**src/rtl/riscv_lsu_pkg.sv**
```systemverilog
// Shared types and constants for the load/store unit.
//   mem_size_e   : access size encoding carried on req_size (BYTE/HALF/WORD/DWORD)
//   lsu_state_e  : LSU sequencer states; LSU_BUS2 exists only when
//                  LSU_MISALIGN_SPLIT_EN is defined
//   FUNCT3_*     : load/store funct3 encodings used by the decoder
//   size_bytes / align_mask : helpers turning a size into a byte count and
//                  the low-address mask that must be zero for natural alignment
package riscv_lsu_pkg;

   typedef enum logic [1:0] {
      MEM_SIZE_BYTE  = 2'b00,
      MEM_SIZE_HALF  = 2'b01,
      MEM_SIZE_WORD  = 2'b10,
      MEM_SIZE_DWORD = 2'b11
   } mem_size_e;

   typedef enum logic [1:0] {
      LSU_IDLE = 2'd0,
      LSU_BUS  = 2'd1,
`ifdef LSU_MISALIGN_SPLIT_EN
      LSU_BUS2 = 2'd2,
`endif
      LSU_RESP = 2'd3
   } lsu_state_e;

   localparam logic [2:0] FUNCT3_LB  = 3'b000;
   localparam logic [2:0] FUNCT3_LH  = 3'b001;
   localparam logic [2:0] FUNCT3_LW  = 3'b010;
   localparam logic [2:0] FUNCT3_LD  = 3'b011;
   localparam logic [2:0] FUNCT3_LBU = 3'b100;
   localparam logic [2:0] FUNCT3_LHU = 3'b101;
   localparam logic [2:0] FUNCT3_LWU = 3'b110;
   localparam logic [2:0] FUNCT3_SB  = 3'b000;
   localparam logic [2:0] FUNCT3_SH  = 3'b001;
   localparam logic [2:0] FUNCT3_SW  = 3'b010;
   localparam logic [2:0] FUNCT3_SD  = 3'b011;

   function automatic int size_bytes(input mem_size_e size);
      return 1 << size;
   endfunction

   function automatic logic [2:0] align_mask(input mem_size_e size);
      return 3'(size_bytes(size) - 1);
   endfunction

endpackage

```
**src/rtl/riscv_lsu_align.sv**
```systemverilog
// Combinational byte-lane logic for the load/store unit.
//   st_size, st_offset, st_misaligned, st_wdata : store request (offset is the
//       byte position inside the bus word)
//   st_wdata_wide, st_be_wide : store data / byte enables laid out over two
//       consecutive bus words; the low half is the first beat
//   ld_size, ld_offset, ld_unsigned, ld_data_wide : load request and the raw
//       bus data (second beat in the upper half, zero when single beat)
//   ld_result : extracted, sign/zero-extended load value
module riscv_lsu_align
   import riscv_lsu_pkg::*;
#(
   parameter int XLEN = 32,
   localparam int NB = XLEN / 8,
   localparam int OW = $clog2(NB)
) (
   input  mem_size_e             st_size,
   input  logic [OW-1:0]         st_offset,
   input  logic                  st_misaligned,
   input  logic [XLEN-1:0]       st_wdata,
   output logic [2*XLEN-1:0]     st_wdata_wide,
   output logic [2*NB-1:0]       st_be_wide,
   input  mem_size_e             ld_size,
   input  logic [OW-1:0]         ld_offset,
   input  logic                  ld_unsigned,
   input  logic [2*XLEN-1:0]     ld_data_wide,
   output logic [XLEN-1:0]       ld_result
);

   logic [XLEN-1:0] st_mask;
   logic [XLEN-1:0] st_lane;
   logic [XLEN-1:0] st_repl;
   logic [XLEN-1:0] ld_mask;
   logic [XLEN-1:0] ld_shifted;
   logic            ld_msb;

   function automatic logic [XLEN-1:0] data_mask(input mem_size_e size);
      case (size)
         MEM_SIZE_BYTE: return XLEN'(8'hFF);
         MEM_SIZE_HALF: return XLEN'(16'hFFFF);
         MEM_SIZE_WORD: return XLEN'(32'hFFFF_FFFF);
         default:       return '1;
      endcase
   endfunction

   // Aligned stores replicate the lane so any slave lane sees the data;
   // misaligned (split-capable) stores need the true shifted layout instead.
   always_comb begin
      st_mask = data_mask(st_size);
      st_lane = st_wdata & st_mask;
      case (st_size)
         MEM_SIZE_BYTE: st_repl = {NB{st_lane[7:0]}};
         MEM_SIZE_HALF: st_repl = {(NB/2){st_lane[15:0]}};
         MEM_SIZE_WORD: st_repl = {(NB/4){st_lane[31:0]}};
         default:       st_repl = st_lane;
      endcase
      st_be_wide = (2*NB)'((1 << size_bytes(st_size)) - 1) << st_offset;
      if (st_misaligned)
         st_wdata_wide = {{XLEN{1'b0}}, st_lane} << {st_offset, 3'b000};
      else
         st_wdata_wide = {{XLEN{1'b0}}, st_repl};
   end

   // Loads: bring the addressed byte to bit 0, then mask or sign-fill.
   always_comb begin
      ld_shifted = XLEN'(ld_data_wide >> {ld_offset, 3'b000});
      ld_mask    = data_mask(ld_size);
      case (ld_size)
         MEM_SIZE_BYTE: ld_msb = ld_shifted[7];
         MEM_SIZE_HALF: ld_msb = ld_shifted[15];
         MEM_SIZE_WORD: ld_msb = ld_shifted[31];
         default:       ld_msb = 1'b0;
      endcase
      if (!ld_unsigned && ld_msb)
         ld_result = ld_shifted | ~ld_mask;
      else
         ld_result = ld_shifted & ld_mask;
   end

endmodule

```
**src/rtl/riscv_lsu.sv**
```systemverilog
// Load/store unit for the multi-cycle core's memory phase.
//   clk, rst            : clock, synchronous active-high reset
//   req_*               : one request from the core, taken when req_ready
//   rsp_*               : one-cycle completion pulse with load data / error
//   mem_*               : single-outstanding valid/ready data-memory port
// Parameters: XLEN (32 or 64), ADDR_W, TIMEOUT (0 disables the bus timeout).
// Optional feature macro LSU_MISALIGN_SPLIT_EN: serve misaligned accesses,
// using a second bus beat (state LSU_BUS2) when they cross a bus word.
// Without it any misaligned access completes with rsp_err and no bus beat.
module riscv_lsu
   import riscv_lsu_pkg::*;
#(
   parameter int XLEN    = 32,
   parameter int ADDR_W  = 32,
   parameter int TIMEOUT = 0
) (
   input  logic                clk,
   input  logic                rst,
   input  logic                req_valid,
   output logic                req_ready,
   input  logic                req_we,
   input  logic [1:0]          req_size,
   input  logic                req_unsigned,
   input  logic [ADDR_W-1:0]   req_addr,
   input  logic [XLEN-1:0]     req_wdata,
   input  logic [4:0]          req_rd,
   output logic                rsp_valid,
   output logic [XLEN-1:0]     rsp_rdata,
   output logic [4:0]          rsp_rd,
   output logic                rsp_err,
   output logic                mem_valid,
   output logic                mem_we,
   output logic [ADDR_W-1:0]   mem_addr,
   output logic [XLEN-1:0]     mem_wdata,
   output logic [XLEN/8-1:0]   mem_be,
   input  logic                mem_ready,
   input  logic                mem_err,
   input  logic [XLEN-1:0]     mem_rdata
);

   localparam int NB = XLEN / 8;
   localparam int OW = $clog2(NB);
   localparam int CW = (TIMEOUT > 1) ? $clog2(TIMEOUT) : 1;

   lsu_state_e         state, next_state;
   mem_size_e          req_size_e, cap_size;
   logic               cap_unsigned;
   logic [OW-1:0]      cap_offset;
   logic               accept, req_illegal, req_misaligned, req_err;
   logic [CW-1:0]      tmo_cnt;
   logic               timeout_hit;
   logic [2*XLEN-1:0]  st_wdata_wide, ld_data_wide;
   logic [2*NB-1:0]    st_be_wide;
   logic [XLEN-1:0]    ld_result;
`ifdef LSU_MISALIGN_SPLIT_EN
   logic               req_cross, split_q;
   logic [XLEN-1:0]    beat1_q, wdata2_q;
   logic [NB-1:0]      be2_q;
`else
   logic               unused_upper;
`endif

   assign req_size_e     = mem_size_e'(req_size);
   assign accept         = req_valid && req_ready;
   assign req_illegal    = (XLEN == 32) && (req_size_e == MEM_SIZE_DWORD);
   assign req_misaligned = |(req_addr[2:0] & align_mask(req_size_e));
   assign timeout_hit    = (TIMEOUT > 0) && mem_valid && !mem_ready &&
                           (tmo_cnt == CW'(TIMEOUT - 1));

`ifdef LSU_MISALIGN_SPLIT_EN
   assign req_cross    = (int'(req_addr[OW-1:0]) + size_bytes(req_size_e)) > NB;
   assign req_err      = req_illegal;
   // Second beat of a crossing load sits above the first so one shift merges them.
   assign ld_data_wide = (state == LSU_BUS2) ? {mem_rdata, beat1_q}
                                             : {{XLEN{1'b0}}, mem_rdata};
`else
   assign req_err      = req_illegal || req_misaligned;
   assign ld_data_wide = {{XLEN{1'b0}}, mem_rdata};
   assign unused_upper = ^{st_wdata_wide[2*XLEN-1:XLEN], st_be_wide[2*NB-1:NB]};
`endif

   riscv_lsu_align #(.XLEN(XLEN)) u_align (
      .st_size       (req_size_e),
      .st_offset     (req_addr[OW-1:0]),
      .st_misaligned (req_misaligned),
      .st_wdata      (req_wdata),
      .st_wdata_wide (st_wdata_wide),
      .st_be_wide    (st_be_wide),
      .ld_size       (cap_size),
      .ld_offset     (cap_offset),
      .ld_unsigned   (cap_unsigned),
      .ld_data_wide  (ld_data_wide),
      .ld_result     (ld_result)
   );

   // State register
   always_ff @(posedge clk) begin
      if (rst) state <= LSU_IDLE;
      else     state <= next_state;
   end

   // Next-state logic; requests with an error known up front skip the bus.
   always_comb begin
      next_state = state;
      case (state)
         LSU_IDLE: if (req_valid) next_state = req_err ? LSU_RESP : LSU_BUS;
         LSU_BUS: begin
            if (timeout_hit) next_state = LSU_RESP;
            else if (mem_ready) begin
`ifdef LSU_MISALIGN_SPLIT_EN
               if (!mem_err && split_q) next_state = LSU_BUS2;
               else
`endif
               next_state = LSU_RESP;
            end
         end
`ifdef LSU_MISALIGN_SPLIT_EN
         LSU_BUS2: if (timeout_hit || mem_ready) next_state = LSU_RESP;
`endif
         LSU_RESP: next_state = LSU_IDLE;
         default:  next_state = LSU_IDLE;
      endcase
   end

   // State-decoded handshake outputs
   always_comb begin
      req_ready = 1'b0;
      mem_valid = 1'b0;
      rsp_valid = 1'b0;
      case (state)
         LSU_IDLE: req_ready = 1'b1;
         LSU_BUS:  mem_valid = 1'b1;
`ifdef LSU_MISALIGN_SPLIT_EN
         LSU_BUS2: mem_valid = 1'b1;
`endif
         LSU_RESP: rsp_valid = 1'b1;
         default: ;
      endcase
   end

   // Timeout counter restarts on every state change, so each beat gets a full budget.
   always_ff @(posedge clk) begin
      if (rst || (state != next_state)) tmo_cnt <= '0;
      else if (mem_valid && !mem_ready) tmo_cnt <= tmo_cnt + 1'b1;
   end

   // Request capture, bus-beat registers and response data
   always_ff @(posedge clk) begin
      if (rst) begin
         cap_size     <= MEM_SIZE_BYTE;
         cap_unsigned <= 1'b0;
         cap_offset   <= '0;
         mem_we       <= 1'b0;
         mem_addr     <= '0;
         mem_be       <= '0;
         mem_wdata    <= '0;
         rsp_rd       <= '0;
         rsp_err      <= 1'b0;
         rsp_rdata    <= '0;
`ifdef LSU_MISALIGN_SPLIT_EN
         split_q      <= 1'b0;
         beat1_q      <= '0;
         wdata2_q     <= '0;
         be2_q        <= '0;
`endif
      end else begin
         case (state)
            LSU_IDLE: begin
               if (accept) begin
                  cap_size     <= req_size_e;
                  cap_unsigned <= req_unsigned;
                  cap_offset   <= req_addr[OW-1:0];
                  rsp_rd       <= req_rd;
                  mem_we       <= req_we;
                  mem_addr     <= {req_addr[ADDR_W-1:OW], {OW{1'b0}}};
                  mem_be       <= req_we ? st_be_wide[NB-1:0] : '1;
                  mem_wdata    <= req_we ? st_wdata_wide[XLEN-1:0] : '0;
                  rsp_err      <= req_err;
                  rsp_rdata    <= '0;
`ifdef LSU_MISALIGN_SPLIT_EN
                  split_q      <= req_cross && !req_err;
                  be2_q        <= req_we ? st_be_wide[2*NB-1:NB] : '1;
                  wdata2_q     <= req_we ? st_wdata_wide[2*XLEN-1:XLEN] : '0;
`endif
               end
            end
            LSU_BUS: begin
               if (timeout_hit) rsp_err <= 1'b1;
               else if (mem_ready) begin
                  if (mem_err) rsp_err <= 1'b1;
`ifdef LSU_MISALIGN_SPLIT_EN
                  else if (split_q) begin
                     beat1_q   <= mem_rdata;
                     mem_addr  <= mem_addr + ADDR_W'(NB);
                     mem_be    <= be2_q;
                     mem_wdata <= wdata2_q;
                  end
`endif
                  else if (!mem_we) rsp_rdata <= ld_result;
               end
            end
`ifdef LSU_MISALIGN_SPLIT_EN
            LSU_BUS2: begin
               if (timeout_hit) rsp_err <= 1'b1;
               else if (mem_ready) begin
                  if (mem_err) rsp_err <= 1'b1;
                  else if (!mem_we) rsp_rdata <= ld_result;
               end
            end
`endif
            default: ;
         endcase
      end
   end

endmodule

```
**config.mk**
```make
export PLATFORM = sky130hd
export DESIGN_NAME = riscv_lsu
export DESIGN_NICKNAME = d
export VERILOG_FILES = /design/src/rtl/riscv_lsu_pkg.sv /design/src/rtl/riscv_lsu_align.sv /design/src/rtl/riscv_lsu.sv
export SDC_FILE = /design/constraint.sdc
export NUM_CORES = 1
export LEC_CHECK = 0
export CELL_PAD_IN_SITES_DETAIL_PLACEMENT = 0
export CELL_PAD_IN_SITES_GLOBAL_PLACEMENT = 1
export CORE_MARGIN = 2
export CORE_UTILIZATION = 35
export CTS_BUF_LIST = sky130_fd_sc_hd__clkbuf_4 sky130_fd_sc_hd__clkbuf_8
export DETAILED_ROUTE_END_ITERATION = 7
export PLACE_DENSITY = 0.91
export SYNTH_ARGS = -nofsm -noshare
export SYNTH_HDL_FRONTEND = slang
export SYNTH_SLANG_ARGS = --single-unit
```
**constraint.sdc**
```tcl
create_clock -name clk -period 4.88 [get_ports clk]
set_input_delay 0.488 -clock clk [delete_from_list [all_inputs] [get_ports clk]]
set_output_delay 0.488 -clock clk [all_outputs]
set_load 0.005 [all_outputs]
```
==> impl_metrics.ini, run 1 <==
[die]
die_x_um = 129.6
coreArea_um2 = 15310
start_util_pct = 36.05
boundaryPins = 220
rows = 45
dieHeight_um = 129.6
dieArea_um2 = 16790

[setup_path]
crit_path_start_kind = flop
cp_max_fo = 11
crit_slowest_cell = clkdlybuf4s50_1
cp_cell_sequence = inv_1, nor2_1, clkdlybuf4s50_1
crit_required_ns = 4.39
end_kind = primary output
cp_num_buf_inv = 2
arrival_ns = 2.28
critPathTopFamily = buffers and inverters
crit_path_max_incr_delay_ns = 0.63
worst-setup-path-type = reg2out

[finish]
fin_cells = 1044
n_fill_cell = 1489
fin_area_um2 = 7983
area_growth_pct = 44.61
post-route-util_pct = 52.12
layout-drive-gt1-share_pct = 6.122
fin_nets = 938
antennaDiodeCount = 0

[timing]
fin_skew_ns = 0.01408
tightest_slew_ns = 1.181
finalSetupViolCount = 0
rsz0062_at_grt = false
relSlewSlack_pct = 21.00
period_minus_slack_ns = 2.769
final_hold_viol_count = 0
timing.fmax_ghz = 0.3611
slew_viol_final = 0
fin_crit_sh_pct = 56.74
tns_ns = 0
whs_ns = 0.4584

[yosys]
synth_cell_types = 51
netlist_instances = 651
netlist_area_um2 = 5520
synth_top_family_by_area = compound AO/OA/AOI/OAI gates
async_flop_share_pct = 0
yosysSeqAreaShare_pct = 40.62
synth-edff-count = 0
synth_area_per_cell_um2 = 8.480
synth_compound_area_share_pct = 25.95
ys_ff_latch = 112
yosys.area_share.simple_pct = 14.37
synthAdderAreaFrac_pct = 0
synth_mux_area_share_pct = 13.64
synth-main-ff-cell = dfxtp_1
ys_warn_count = 0
synth-xor-area-share_pct = 0

[cts]
cts_setup_buffers = 0
root_buffer = clkbuf_8
h-tree-depth = 3
clk_path_buf_depth = 2
cts_resized = 0
cts_tree = built
holdBufCountCts = 0
path_clk_slew_ns = 0.11
clock_latency_ns = 0.39
cts.sinks = 112
cts_buffers = 9

[drt]
drc = 0
dr_total_vias = 5657
vias_per_cell = 5.419
routedWlPerCell_um = 18.25
totalWireLength_um = 19060
drt_iter0_markers = 461
antenna_left = 0
drt_first_pass_iters = 5

[power_and_ir_drop]
irDropWorstVdd_mv = 0.1342
p_per_area_nw_per_um2 = 267.7
p_leak_nw = 2.845

[global_routing]
antenna_found_initial = 0
grt_pass1_vias = 5186
grt_overflow = 0
grt_first_pass_wirelength_um = 29080
gr-usage-all-layers_pct = 21.90
grt_max_degree = 57

[run]
cap_violations = 0

[placed_design]
gp_congestion = 0.8997
dp.cells = 1028
placed_cell_area_um2 = 7752
dp_hpwl_um = 13450
io_buffers = 217

[outcome]
outcome = finished, final reports clean

[worst_hold_path]
worstHoldPathType = reg2reg
per-layer routing:
metal | wire length (um) | track usage (%)
met1 | 8109 | 29.75
met2 | 8922 | 34.86
met3 | 1655 | 4.418
met4 | 369 | 7.211
met5 | 0 | 0
synth_stat cells (2+ instances only):
master	number	area, um2
buf_4	3	22.52
buf_2	11	55.05
buf_6	3	33.78
nand2b_1	4	25.02
o221ai_1	8	70.07
mux2i_1	55	550.5
dfxtp_1	112	2242
a22o_1	17	148.9
a21o_1	2	15.01
a22oi_1	15	112.6
o2bb2ai_1	7	61.31
inv_1	5	18.77
nor3_1	2	10.01
a221oi_1	8	70.07
clkbuf_1	32	120.1
or3_1	8	50.05
nand2_1	122	457.9
nor2_1	25	93.84
o22ai_1	3	18.77
o21ai_1	2	10.01
a32oi_1	15	131.4
nand4bb_1	2	22.52
a21oi_1	70	350.3
o211ai_1	3	22.52
and3_1	2	12.51
nor2b_1	4	25.02
nand3_1	5	25.02
a2bb2oi_1	2	17.52
mux2_2	16	180.2
o21ai_0	51	255.2
buf_1	11	41.29
o2111ai_1	7	61.31
final cells by class:
| class | count | area (um2) | share of cell area, % |
|---|---|---|---|
| flip-flops and latches | 112 | 2242 | 28.09 |
| repair buffers | 225 | 2227 | 27.90 |
| well taps | 211 | 264.0 | 3.307 |
| inverters | 6 | 22.52 | 0.2821 |
| multi-input cells | 474 | 2997 | 37.54 |
| clock buffers | 11 | 145.1 | 1.818 |
| clock inverters | 5 | 85.08 | 1.066 |
placed cells by master (no fill, tap or decap), types with 15 or more instances in the layout:
master	Yosys	routed
clkdlybuf4s50_1	0	216
nand2_1	122	122
dfxtp_1	112	112
a21oi_1	70	70
mux2i_1	55	55
o21ai_0	51	51
nor2_1	25	25
a22o_1	17	17
mux2_2	16	16
a32oi_1	15	15
a22oi_1	15	15
per-stage QoR:
step	total power, W	setup slack (ns)
3_3_place_gp	0.001499	1.836
4_1_cts	0.002150	2.137
3_5_place_dp	0.001500	1.786
5_1_grt	0.002235	1.974
6_report	0.002137	2.111
2_1_floorplan	0.001244	3.017
cells by family after synthesis:
| group | after synthesis |
|---|---|
| compound gates | 218 |
| buf+inv | 66 |
| flops | 112 |
| simple gates | 182 |
| other cells | 1 |
| mux | 72 |
path summary, 6_finish.rpt:
kind,startpoint,end,slack (ns),cells after the start
worst min register to register,rsp_rd[4]$_SDFFE_PP0P_,rsp_rd[4]$_SDFFE_PP0P_,0.46,2
worst min-delay path,rsp_rd[4]$_SDFFE_PP0P_,rsp_rd[4]$_SDFFE_PP0P_,0.46,2
worst max-delay path,state[0]$_SDFFE_PP0P_,mem_valid,2.11,3
worst max register to register,cap_offset[1]$_SDFFE_PP0P_,rsp_rdata[27]$_SDFFE_PP0P_,2.50,3
report_power, final:
group / internal, W / switching [W]
Combinational: 0.000250 / 0.000235
Sequential: 0.000961 / 0.0000357
Clock: 0.000313 / 0.000341
Total: 0.00153 / 0.000612
registers in the layout, summed over array words and instances (netlist names):
signal,cells
mem_wdata,32
rsp_rdata,32
mem_addr,30
rsp_rd,5
mem_be,4
cap_offset,2
cap_size,2
state,2
cap_unsigned,1
mem_we,1
rsp_err,1
worst min-delay path: cells and delay by family, from the launching register on:
kind               cells  cell delay [ns]
AOI/OAI and AO/OA      1             0.05
DFF                    1             0.32
and+or+nand+nor        1             0.05
Power figures use the tool's default switching activity.
==> run 2: changes to the inputs <==
CORE_UTILIZATION = 32   (was 35)
PLACE_DENSITY = 0.84   (was 0.91)
clock period = 2.7 ns   (was 4.88 ns; I/O delays follow)
==> run 2 against run 1 <==
Compared with the run above: clock skew rose by 0.0028 ns; sequential share of layout area decreased by 0.47 points; die area rose by 9.1%; power grew 73%; via count rose by 1.5%; design area rose by 1.7%; non-clock buffer count is 18 higher; combinational power increased by 90%; global-route usage is 1.1 points lower; core utilization decreased by 4.5 points; final cell count increased by 3.0%; worst hold slack got worse by 0.22 ns; critical endpoint is now rsp_valid; largest cell class unchanged; largest power group unchanged.
==> impl_metrics.ini, run 2 (synthesized netlist as in run 1, its figures left out) <==
[outcome]
outcome = finished, final reports clean

[placed_design]
io_buffers = 217
dp_hpwl_um = 14110
gp_congestion = 0.9041
dp.cells = 1060

[cts]
cts.sinks = 112
root_buffer = clkbuf_8
clock_latency_ns = 0.39
cts_setup_buffers = 0
holdBufCountCts = 0
path_clk_slew_ns = 0.11
cts_resized = 0
clk_path_buf_depth = 2
cts_buffers = 9
h-tree-depth = 3
cts_tree = built

[global_routing]
grt_pass1_vias = 5344
antenna_found_initial = 0
grt_first_pass_wirelength_um = 29830
grt_overflow = 0
gr-usage-all-layers_pct = 20.76
grt_max_degree = 58

[run]
cap_violations = 0

[drt]
dr_total_vias = 5743
drt_iter0_markers = 400
routedWlPerCell_um = 18.29
drt_first_pass_iters = 5
drc = 0
totalWireLength_um = 19670
antenna_left = 0
vias_per_cell = 5.342

[timing]
slew_viol_final = 0
fin_crit_sh_pct = 81.05
relSlewSlack_pct = 50.05
tns_ns = 0
final_hold_viol_count = 0
tightest_slew_ns = 0.7493
period_minus_slack_ns = 2.188
timing.fmax_ghz = 0.4570
fin_skew_ns = 0.01687
finalSetupViolCount = 0
rsz0062_at_grt = false

[setup_path]
cp_max_fo = 11
crit_required_ns = 2.43
worstReg2RegEnd = rsp_rdata[15]$_SDFFE_PP0P_
worstSetupStartpoint = state[1]$_SDFFE_PP0P_
reg2regPathDepth = 4
reg2reg_slack_ns = 0.84
arrival_ns = 1.92
r2r_start = state[0]$_SDFFE_PP0P_
crit_path_start_kind = flop
endpoint = rsp_valid
worst-setup-path-type = reg2out
end_kind = primary output

[finish]
n_fill_cell = 1689
final_cell_mix = clkdlybuf4s50_1 (216), nand2_1 (122), dfxtp_1 (112)
post-route-util_pct = 47.60
final_common_cell = clkdlybuf4s50_1
fin_nets = 956
antennaDiodeCount = 0
area_growth_pct = 47.08
layout-drive-gt1-share_pct = 8.000
reg.largest.list = mem_wdata x32, rsp_rdata x32, mem_addr x30
fin_cells = 1075

[die]
dieHeight_um = 135.3
boundaryPins = 220
die_x_um = 135.3
start_util_pct = 32.37
dieArea_um2 = 18320
coreArea_um2 = 17060
rows = 48

[power_and_ir_drop]
irDropWorstVdd_mv = 0.2150
p_leak_nw = 2.924
p_per_area_nw_per_um2 = 456.2

[worst_hold_path]
worstHoldPathType = in2reg
## run 2: cell count changes in the layout (fill, tap and decap cells not counted)
cell       before  now
buf_4           8   23
buf_12          0    3
bufinv_16       2    0
clkbuf_4        1    0
clkinv_2        0    1
clkinv_4        0    1
## run 2: layout make-up
type                            count  area [um2]  area share [%]
Inverter                            6       22.52          0.2774
Tap cell                          225       281.5           3.467
Timing Repair Buffer              243        2400           29.56
Clock inverter                      5       38.79          0.4777
Clock buffer                       10       137.6           1.695
Sequential cell                   112        2242           27.62
Multi-Input combinational cell    474        2997           36.91
## run 2: how the worst min path moves through the flow
stage	start	to	slack, ns	depth (start not counted)
final	rst	cap_unsigned$_SDFFE_PP0P_	0.24	2
after global routing	rst	mem_addr[31]$_SDFFE_PP0P_	0.24	2
after CTS	rst	rsp_rd[1]$_SDFFE_PP0P_	0.22	2
after floorplan	req_valid	rsp_err$_SDFFE_PP0P_	0.38	1
after global placement	mem_addr[8]$_SDFFE_PP0P_	mem_addr[8]$_SDFFE_PP0P_	0.44	2
after detailed placement	mem_wdata[30]$_SDFFE_PP0P_	mem_wdata[30]$_SDFFE_PP0P_	0.44	2
## run 2: report_power, final
group	internal, W	leakage, nW	switching [W]
Sequential	0.00174	0.912	0.0000582
Clock	0.000364	0.0891	0.000620
Combinational	0.000480	1.92	0.000444
## run 2: metal layers
| metal | global-route usage, % | part of all wire [%] | wire length [um] | vias to the layer above |
|---|---|---|---|---|
| met5 | 0 | 0 | 0 | - |
| met4 | 6.771 | 2.1 | 407 | 0 |
| met3 | 3.741 | 7.2 | 1423 | 28 |
| met2 | 32.21 | 45 | 8836 | 253 |
| met1 | 29.20 | 46 | 8999 | 2699 |
| li1 | - | - | - | 2763 |
## run 2: through the flow
step	cell area (um2)	hold WS [ns]	total power (W)	setup slack, ns
after floorplan	5524	0.3785	0.002248	1.055
after global placement	7943	0.4413	0.002749	0.6120
after detailed placement	7943	0.4448	0.002752	0.5497
after CTS	8119	0.2169	0.003729	0.4815
after global routing	8119	0.2414	0.003868	0.3752
final	8119	0.2368	0.003704	0.5117
## run 2: worst max-delay path, stage by stage (launching register included)
cell and delay (ns):
dfxtp_1 0.58, inv_1 0.21, nor2_1 0.21, clkdlybuf4s50_1 0.53
==> run 3: changes to the inputs <==
CORE_UTILIZATION = 29   (was 32)
PLACE_DENSITY = 0.8   (was 0.84)
clock period = 2 ns   (was 2.7 ns; I/O delays follow)
==> run 3 against run 2 <==
Compared with the run above: final cell count is 2.6% higher; critical path depth unchanged; first-iteration DRC count down 10%; sequential cell count stayed put; clock-buffer cell count down 1; worst setup slack got worse by 0.40 ns.
==> impl_metrics.ini, run 3 (synthesized netlist as in run 1, its figures left out) <==
[timing]
whs_ns = 0.2076
period_minus_slack_ns = 1.884
tns_ns = 0
slew_viol_final = 0
relSlewSlack_pct = 50.67
tightest_slew_ns = 0.7385
rsz0062_at_grt = false
fin_crit_sh_pct = 94.19
timing.fmax_ghz = 0.5308
finalSetupViolCount = 0
final_hold_viol_count = 0
fin_skew_ns = 0.01671

[die]
boundaryPins = 220
rows = 50
dieArea_um2 = 20160
coreArea_um2 = 18710
die_x_um = 142.0
dieHeight_um = 142.0
start_util_pct = 29.51

[cts]
path_clk_slew_ns = 0.12
cts_tree = built
h-tree-depth = 3
holdBufCountCts = 0
root_buffer = clkbuf_8
clk_path_buf_depth = 2
cts.sinks = 112
cts_buffers = 9
cts_setup_buffers = 0
clock_latency_ns = 0.40

[global_routing]
grt_first_pass_wirelength_um = 31260
gr-usage-all-layers_pct = 19.82
grt_overflow = 0
grt_max_degree = 58
grt_pass1_vias = 5520
antenna_found_initial = 0

[drt]
routedWlPerCell_um = 18.56
totalWireLength_um = 20470
drc = 0
antenna_left = 0
drt_first_pass_iters = 4
dr_total_vias = 5761
drt_iter0_markers = 360
vias_per_cell = 5.223

[finish]
area_growth_pct = 50.54
layout-drive-gt1-share_pct = 10.36
n_fill_cell = 1829
reg.largest.list = mem_wdata x32, rsp_rdata x32, mem_addr x30
final_cell_mix = clkdlybuf4s50_1 (215), nand2_1 (122), dfxtp_1 (110)
seq_area_um2 = 2245
fin_nets = 974
antennaDiodeCount = 0
final_common_cell = clkdlybuf4s50_1
multiInputGateArea_um2 = 2997

[setup_path]
arrival_ns = 1.68
crit_required_ns = 1.80
critPathTopFamily = buffers and inverters
cp_num_buf_inv = 2
reg2regPathDepth = 6
worst-setup-path-type = reg2out
worstSetupStartpoint = state[1]$_SDFFE_PP0P_
cp_cell_sequence = inv_1, nor2_1, clkdlybuf4s50_1
crit_slowest_cell = clkdlybuf4s50_1
r2r_start = cap_offset[1]$_SDFFE_PP0P_
crit_path_max_incr_delay_ns = 0.54
crit_path_start_kind = flop
end_kind = primary output
cp_max_fo = 11
cp.depth = 3

[power_and_ir_drop]
irDropWorstVdd_mv = 0.3525
p_per_area_nw_per_um2 = 631.6
p_leak_nw = 3.032

[worst_hold_path]
worstHoldStart = rst
hold_depth = 3
worstHoldPathType = in2reg

[run]
cap_violations = 0

[placed_design]
dp_hpwl_um = 14970
io_buffers = 217
gp_congestion = 0.8478

[outcome]
outcome = finished, final reports clean
run 3: repair_timing:
item | 4_1_cts | 5_1_grt
setup endpoints to repair | 2 | 1
gates resized for setup | 1 | 1
gates cloned | 0 | 0
run 3: final cells by class:
type | instances | area share, %
inverter | 6 | 0.2710
timing repair buffer | 261 | 30.44
tap | 234 | 3.523
clock buffer | 9 | 1.491
clock inverter | 7 | 1.204
sequential | 112 | 27.01
multi-input combinational | 474 | 36.06
run 3: routing by layer:
layer / vias to the layer above / wire length (um) / share of wire, % / global-route usage [%]
met4: 0 / 381 / 1.9 / 5.947
met5: - / 0 / 0 / 0
met2: 247 / 9270 / 45 / 32.06
met1: 2695 / 9313 / 46 / 26.90
met3: 25 / 1503 / 7.3 / 3.769
li1: 2794 / - / - / -
run 3: per-stage QoR:
| step | cells | worst slack, ns | power, W | utilization (%) | cell area (um2) |
|---|---|---|---|---|---|
| finish | 1103 | 0.1161 | 0.005249 | 44.43 | 8310 |
| global route | 1103 | 0.01271 | 0.005515 | 44.43 | 8310 |
| CTS | 1103 | 0.004304 | 0.005305 | 44.42 | 8309 |
| detailed placement | 1087 | 0.06773 | 0.003758 | 43.22 | 8084 |
| global placement | 1087 | 0.08515 | 0.003754 | 43.22 | 8084 |
| floorplan | 652 | 0.3578 | 0.003035 | - | 5524 |
run 3: worst reg2reg max path, stage by stage, from the launching register on:
cell and delay, ns:
dfxtp_1 0.40, buf_4 0.23, mux2i_1 0.20, a2bb2oi_1 0.26, a2bb2oi_2 0.21, buf_4 0.19, o21ai_0 0.09
run 3: final timing paths:
kind	slack, ns	to
worst min-delay path	0.21	state[0]$_SDFFE_PP0P_
worst max register to register	0.29	rsp_rdata[20]$_SDFFE_PP0P_
worst min register to register	0.46	mem_addr[5]$_SDFFE_PP0P_
worst max-delay path	0.12	rsp_valid
run 3: power breakdown:
group,internal [W],switching (W)
Combinational,0.000674,0.000611
Clock,0.000620,0.000915
Sequential,0.00235,0.0000809
Total,0.00364,0.00161
